`src/rtl/axis_tb_pkg.sv`:
```
// axis_tb_pkg: shared definitions for the AXI4-Stream capture slave.
//   state_e          - throttling FSM states (ACCEPT / STALL)
//   AXIS_DATA_W      - default stream data width
//   AXIS_FULL_STRB   - all-ones byte strobe for the default width
//   PKT_COUNT_W      - width of the wrapping packet counter
//   stall_cnt_width  - width needed to hold a stall-cycle count
//   fifo_count_width - width needed to hold an occupancy of 0..depth
package axis_tb_pkg;

  typedef enum logic [0:0] {
    ACCEPT = 1'b0,
    STALL  = 1'b1
  } state_e;

  localparam int AXIS_DATA_W = 32;
  localparam int AXIS_STRB_W = AXIS_DATA_W / 8;
  localparam logic [AXIS_STRB_W-1:0] AXIS_FULL_STRB = {AXIS_STRB_W{1'b1}};
  localparam int PKT_COUNT_W = 16;

  // A zero or one cycle stall still needs a one-bit counter so the port exists.
  function automatic int stall_cnt_width(input int stall_cycles);
    return (stall_cycles < 2) ? 1 : $clog2(stall_cycles + 1);
  endfunction

  // Occupancy must represent the full value, hence one bit above the pointer.
  function automatic int fifo_count_width(input int depth);
    return $clog2(depth) + 1;
  endfunction

endpackage

```
`src/rtl/axis_capture_fifo.sv`:
```
// axis_capture_fifo: synchronous first-word-fall-through FIFO.
//   clk, rst_n      - clock and asynchronous active-low reset
//   wr_en, wr_data  - push a word (ignored while full)
//   rd_en           - pop the head word (ignored while empty)
//   rd_data         - head word, valid whenever empty is low
//   full, empty     - occupancy flags derived from the registered count
//   count           - number of words held
module axis_capture_fifo
  import axis_tb_pkg::*;
#(
  parameter int WIDTH = 33,
  parameter int DEPTH = 64
) (
  input  logic                   clk,
  input  logic                   rst_n,
  input  logic                   wr_en,
  input  logic [WIDTH-1:0]       wr_data,
  input  logic                   rd_en,
  output logic [WIDTH-1:0]       rd_data,
  output logic                   full,
  output logic                   empty,
  output logic [$clog2(DEPTH):0] count
);

  localparam int AW = $clog2(DEPTH);
  localparam int CW = fifo_count_width(DEPTH);

  logic [WIDTH-1:0] mem_q [DEPTH];
  logic [AW-1:0]    wr_ptr_q, wr_ptr_d;
  logic [AW-1:0]    rd_ptr_q, rd_ptr_d;
  logic [CW-1:0]    count_q, count_d;
  logic             wr_fire_s, rd_fire_s;

  assign full    = (count_q == CW'(DEPTH));
  assign empty   = (count_q == CW'(0));
  assign count   = count_q;
  assign rd_data = mem_q[rd_ptr_q];

  // Next pointers and occupancy; pointers wrap naturally at the power-of-two depth.
  always_comb begin
    wr_fire_s = wr_en && !full;
    rd_fire_s = rd_en && !empty;
    wr_ptr_d  = wr_ptr_q;
    rd_ptr_d  = rd_ptr_q;
    count_d   = count_q;
    if (wr_fire_s) begin
      wr_ptr_d = wr_ptr_q + AW'(1);
    end else begin
      wr_ptr_d = wr_ptr_q;
    end
    if (rd_fire_s) begin
      rd_ptr_d = rd_ptr_q + AW'(1);
    end else begin
      rd_ptr_d = rd_ptr_q;
    end
    case ({wr_fire_s, rd_fire_s})
      2'b10:   count_d = count_q + CW'(1);
      2'b01:   count_d = count_q - CW'(1);
      default: count_d = count_q;
    endcase
  end

  // Pointer and occupancy registers; reset discards any buffered words.
  always_ff @(posedge clk or negedge rst_n) begin
    if (!rst_n) begin
      wr_ptr_q <= AW'(0);
      rd_ptr_q <= AW'(0);
      count_q  <= CW'(0);
    end else begin
      wr_ptr_q <= wr_ptr_d;
      rd_ptr_q <= rd_ptr_d;
      count_q  <= count_d;
    end
  end

  // Storage array; contents are meaningless until written, so no reset.
  always_ff @(posedge clk) begin
    if (wr_fire_s) begin
      mem_q[wr_ptr_q] <= wr_data;
    end
  end

endmodule

```
`config.mk`:
```
export PLATFORM = sky130hd
export DESIGN_NAME = axis_capture_fifo
export DESIGN_NICKNAME = d
export VERILOG_FILES = /design/src/rtl/axis_tb_pkg.sv /design/src/rtl/axis_capture_fifo.sv
export SDC_FILE = /design/constraint.sdc
export NUM_CORES = 2
export LEC_CHECK = 0
export CORE_UTILIZATION = 55
export CTS_CLUSTER_SIZE = 25
export DETAILED_ROUTE_END_ITERATION = 12
export PLACE_DENSITY = 0.71
export SLEW_MARGIN = 0
export SYNTH_ARGS = -nofsm -noshare
export SYNTH_HDL_FRONTEND = slang
export SYNTH_SLANG_ARGS = --single-unit
export TNS_END_PERCENT = 1
```
`constraint.sdc`:
```
create_clock -name clk -period 4.3 [get_ports clk]
set_input_delay 1.29 -clock clk [delete_from_list [all_inputs] [get_ports clk]]
set_output_delay 1.29 -clock clk [all_outputs]
set_load 0.02 [all_outputs]
```
### Word level (Yosys, flattened, before mapping)

Memories as Yosys holds them, arrays and structs flattened.
Index checks and enable logic that the tools add are counted.

* register bits: 19
* latch bits: 0
* bits in writable memories: 2112
* bits in read-only memories: 0
* bits of input ports: 37
* output and inout port bits: 42
* word-level logic and storage cells: 20
* memories kept: 1

Memories
* mem_q: depth 64, bits a word 33, rd ports 1, clocked after memory_dff 0, write ports 1, line axis_capture_fifo.sv:28 `logic [WIDTH-1:0] mem_q [DEPTH];`

* add/subtract/negate cells: 4
* multipliers: 0
* divide/modulo/power cells: 0
* order comparisons: 0
* eq/ne operators: 3
* shift-type cells: 0
* multiplexer cells: 3
* bitwise operators: 0
* reduce and logical (&&, ||, !) cells: 6

Operators with widths (count)
* case mux 7 bit (2 select lines): 1
* adder 6 x 1 -> 6 bit (second input constant): 2
* adder 7 x 1 -> 7 bit (second input constant): 1
* == test 7 bit (second input constant): 1
* zero test 7 bit: 1
* subtractor 7 x 1 -> 7 bit (second input constant): 1
* == test 2 x 1 -> 1 bit (second input constant): 1
* == test 2 bit (second input constant): 1
* logical AND 1 bit: 2
* zero test 1 bit: 2
* 2-to-1 mux 1 bit: 2
* nonzero test 2 bit: 1

### Depth between registers and ports, before layout

* depth in word-level cells: 5
* mapped depth: 14
* depth with buffers taken out: 13

### Worst setup path after synthesis

Ideal clock, no wire load.

* path kind: input port to flip-flop
* start: input wr_en
* end: memory mem_q[59][0] (enable)
* library setup time: 0.423 ns
* arrival: 3.368 ns
* data required time: 3.877 ns
* slack: 0.509 ns
* stages on the path: 5
* buffers on the path: 0
* cell sequence: and2_1 inv_1 nor2_1 nand3_1 nor2_1

* longest elaborated chain between the ends: 3

Ends and longest elaborated chain
* start, declared: line axis_capture_fifo.sv:16 `input logic wr_en,`
* logical AND 1 bit: line axis_capture_fifo.sv:41 `wr_fire_s = wr_en && !full;`
* 2-to-1 mux 1 bit: line axis_capture_fifo.sv:78 `if (wr_fire_s) begin`
* 2-to-1 mux 1 bit (implied by the code): line axis_capture_fifo.sv:79 `mem_q[wr_ptr_q] <= wr_data;`
* end, declared: line axis_capture_fifo.sv:28

Every way passes these cells.

### Worst setup path after layout

* start: register rd_ptr_q[0]
* end: output rd_data[12]

* longest elaborated chain between the ends: 1

Ends and longest elaborated chain
* start, declared: line axis_capture_fifo.sv:30 `logic [AW-1:0] rd_ptr_q, rd_ptr_d;`
* start signal, assigned: line axis_capture_fifo.sv:71 `rd_ptr_q <= rd_ptr_d;`
* memory read (64 x 33 bit)
* end, declared: line axis_capture_fifo.sv:19 `output logic [WIDTH-1:0] rd_data,`

Every way passes these cells.

==> results.toml <==
[global_route]
grt_pass1_vias = 41200
grt_pass1_wl_um = 303000
overflow = 0
grt_usage_pct = 28.9
antenna_found_initial = 7
grt_max_degree = 65

[sta]
fin_setup_tns_ps = -15570
drv_slew = 0
hold_slack_ps = 523
finClkSkew_ps = 25.4
finalSetupViolCount = 33
finalCriticalPeriod_ps = 4940
rsz0062_at_grt = "true"
min_period_over_period_pct = 115
fmax_mhz = 202
hold_violations = 0
final.setup.worst_slack_ps = -639
max_slew.worst_pin.slew_ps = 1230
slew_headroom_pct = 17.8

[die]
start_util_pct = 55.4
dieWidth_um = 387
die_h_um = 387
rows = 141
ios = 79
core_um2 = 147000
die_area_um2 = 150000

[pwr]
p_leak_nw = 31.0
power_density_nw_per_um2 = 671
irDropWorstVdd_uv = 730
power.total_mw = 64.6

[synth]
postSynthCellCount = 3563
avgSynthCellArea_um2 = 22.9
synth_largest_area_cell = "edfxtp_1"
synth_seq_cells = 2131
yosys_most_used_dff = "edfxtp_1"
yosysSeqAreaShare_pct = 78.3
syn-num-nets = 3609
synth_top_area_share_pct = 77.7
synth_warnings = 0
synth_edf_count = 2112
synth_cell_type_count = 53
async_flop_share_pct = 0.892
ys_top_cells_by_area = "edfxtp_1, mux4_2, mux2i_1, dfrtp_1, nor2_1"
synth_area_um2 = 81700

[setup_path]
worstPathCellList = "buf_12 > buf_16 > buf_12 > buf_16 > mux4_2 > mux2i_1 > nor2_1 > a2111oi_2 > buf_4 > a211oi_1 > buf_4"
end_kind = "output port"
crit_buf_inv = 6
crit_type = "reg -> out"
crit_family = "buffers and inverters"
critPathArrivalTime_ps = 3650
cp_slowest_cell = "dfrtp_4"
path_max_fanout = 18
ff2ff_setup_slack_ps = 820
r2r_cells = 12
cp.required_ps = 3010
critPathMaxStageDelay_ps = 510
r2r-start = "count[0]"
reg2reg_to = "count[6]"
critical_path.startpoint_type = "flop"

[route]
firstDrtPassIters = 7
via_count = 41200
detail-route-antenna-nets = 0
drt_iter0_drc = 5061
routed_via_density = 6.69
drc_errors = 0
wl_per_cell_um = 34.8
drt_wl_total_um = 215000

[outcome]
violations = "setup timing"
status = "complete, but fails checks"

[placement]
dp.cells = 5715
post-place-ws_ps = -628
place_area_um2 = 87700
dp_hpwl_um = 120000
io_buffers = 78
gp_congestion = 0.810

[job]
maxCapViolCount = 0

[cts]
cts.sinks = 2131
root_buffer = "clkbuf_16"
clk_pin_slew_ps = 60
cts_buffers = 203
cts_max_level = 4
cts_buffer_depth = 3
cts_tree = "built"
cts_hold_buf = 0
worstSkewPairLatency_ps = 850

[final_layout]
seq_area_um2 = 63900
multi_input_area_um2 = 18000
final_common_cell = "edfxtp_1"
area_growth_pct = 18.0
fin_nets = 4114
fillers = 9253
layout_common_cells = "edfxtp_1, mux4_2, buf_4"
final_core_util_pct = 65.3
drive_gt1_share_pct = 34.7
final_cells = 6168
finish.instance_area_um2 = 96400

[hold_path]
holdCritStartpoint = "count[6]"
worstHoldEndpoint = "count[6]"
worstHoldPathCells = 1
hold_class = "reg -> reg"
## cell families (layout without fill, tap and decap cells)
logic type	count (synthesis)	count (layout)	synth area share [%]
xor+xnor	14	14	0.150
compound gates	267	267	2.27
fa+ha+maj	9	9	0.147
mux	716	716	16.8
buf+inv	206	879	1.25
other cells	0	2	0
simple gates	220	220	1.17
flops	2131	2131	78.3
## routing by layer
metal | up-vias | wire length (um) | global-route usage, % | part of all wire (%)
met5 | - | 53 | 0 | 0.025
met4 | 8 | 8830 | 11.7 | 4.1
met3 | 438 | 22200 | 5.14 | 10
met1 | 22000 | 80100 | 40.4 | 37
li1 | 16300 | - | - | -
met2 | 2508 | 104000 | 45.6 | 48
## synthesized netlist by cell type, types with 9 or more instances
| library cell | count |
|---|---|
| a22oi_1 | 15 |
| o22ai_1 | 43 |
| buf_2 | 66 |
| mux4_2 | 520 |
| nor2_1 | 108 |
| mux2_2 | 9 |
| nand2_1 | 55 |
| dfrtp_1 | 19 |
| o221ai_1 | 30 |
| mux2i_1 | 187 |
| buf_1 | 16 |
| o211ai_1 | 13 |
| a211oi_1 | 21 |
| nand3_1 | 13 |
| o21ai_0 | 43 |
| a2111oi_0 | 22 |
| edfxtp_1 | 2112 |
| a221oi_1 | 12 |
| clkbuf_1 | 77 |
| a21oi_1 | 40 |
| buf_4 | 28 |
| inv_1 | 10 |
| xnor2_1 | 10 |
| nor3_1 | 10 |
## worst register-to-register path: stages, from the launching register on
cell and delay [ps]:
dfrtp_1 450, nor4_1 380, nand3_1 260, and2_1 260, inv_1 190, ha_1 240, ha_1 280, nor2b_1 150
o21ai_0 240, a21boi_0 210, or4_1 500, nand3_1 110, xor2_1 150
## power by group
part / leakage [nW] / internal [mW] / switching [mW]
sequential: 19.2 / 23.7 / 0.390
combinational: 8.65 / 10.9 / 12.3
clock: 3.13 / 9.79 / 7.50
## registers in the layout, indices dropped and copies added (netlist names)
signal,cells
mem_q,2112
count,7
rd_ptr_q,6
wr_ptr_q,6
## worst max path at each step
stage | from | depth (start not counted) | endpoint | slack (ps)
detailed placement | rd_ptr_q[0] | 7 | rd_data[7] | -630
global route | rd_ptr_q[0] | 10 | rd_data[18] | -580
CTS | rd_ptr_q[0] | 11 | rd_data[18] | -580
floorplan | wr_en | 5 | mem_q[59][0] | 510
finish | rd_ptr_q[0] | 11 | rd_data[12] | -640
global placement | rd_ptr_q[0] | 7 | rd_data[7] | -620
## cell type report
cell class | instances | area share (%)
inverter | 11 | 0.0454
sequential | 2131 | 66.3
clock inverter | 115 | 0.988
tap | 1930 | 2.51
timing repair buffer | 495 | 5.86
antenna | 2 | 0.00519
multi-input combinational | 1226 | 18.6
clock buffer | 258 | 5.64
## what timing repair did
item,in CTS,in global routing
gates cloned,15,3
setup endpoints to repair,33,33
gates resized for setup,263,91
pin swaps,23,32
buffers inserted,34,30
(Power assumes the default switching activity.)
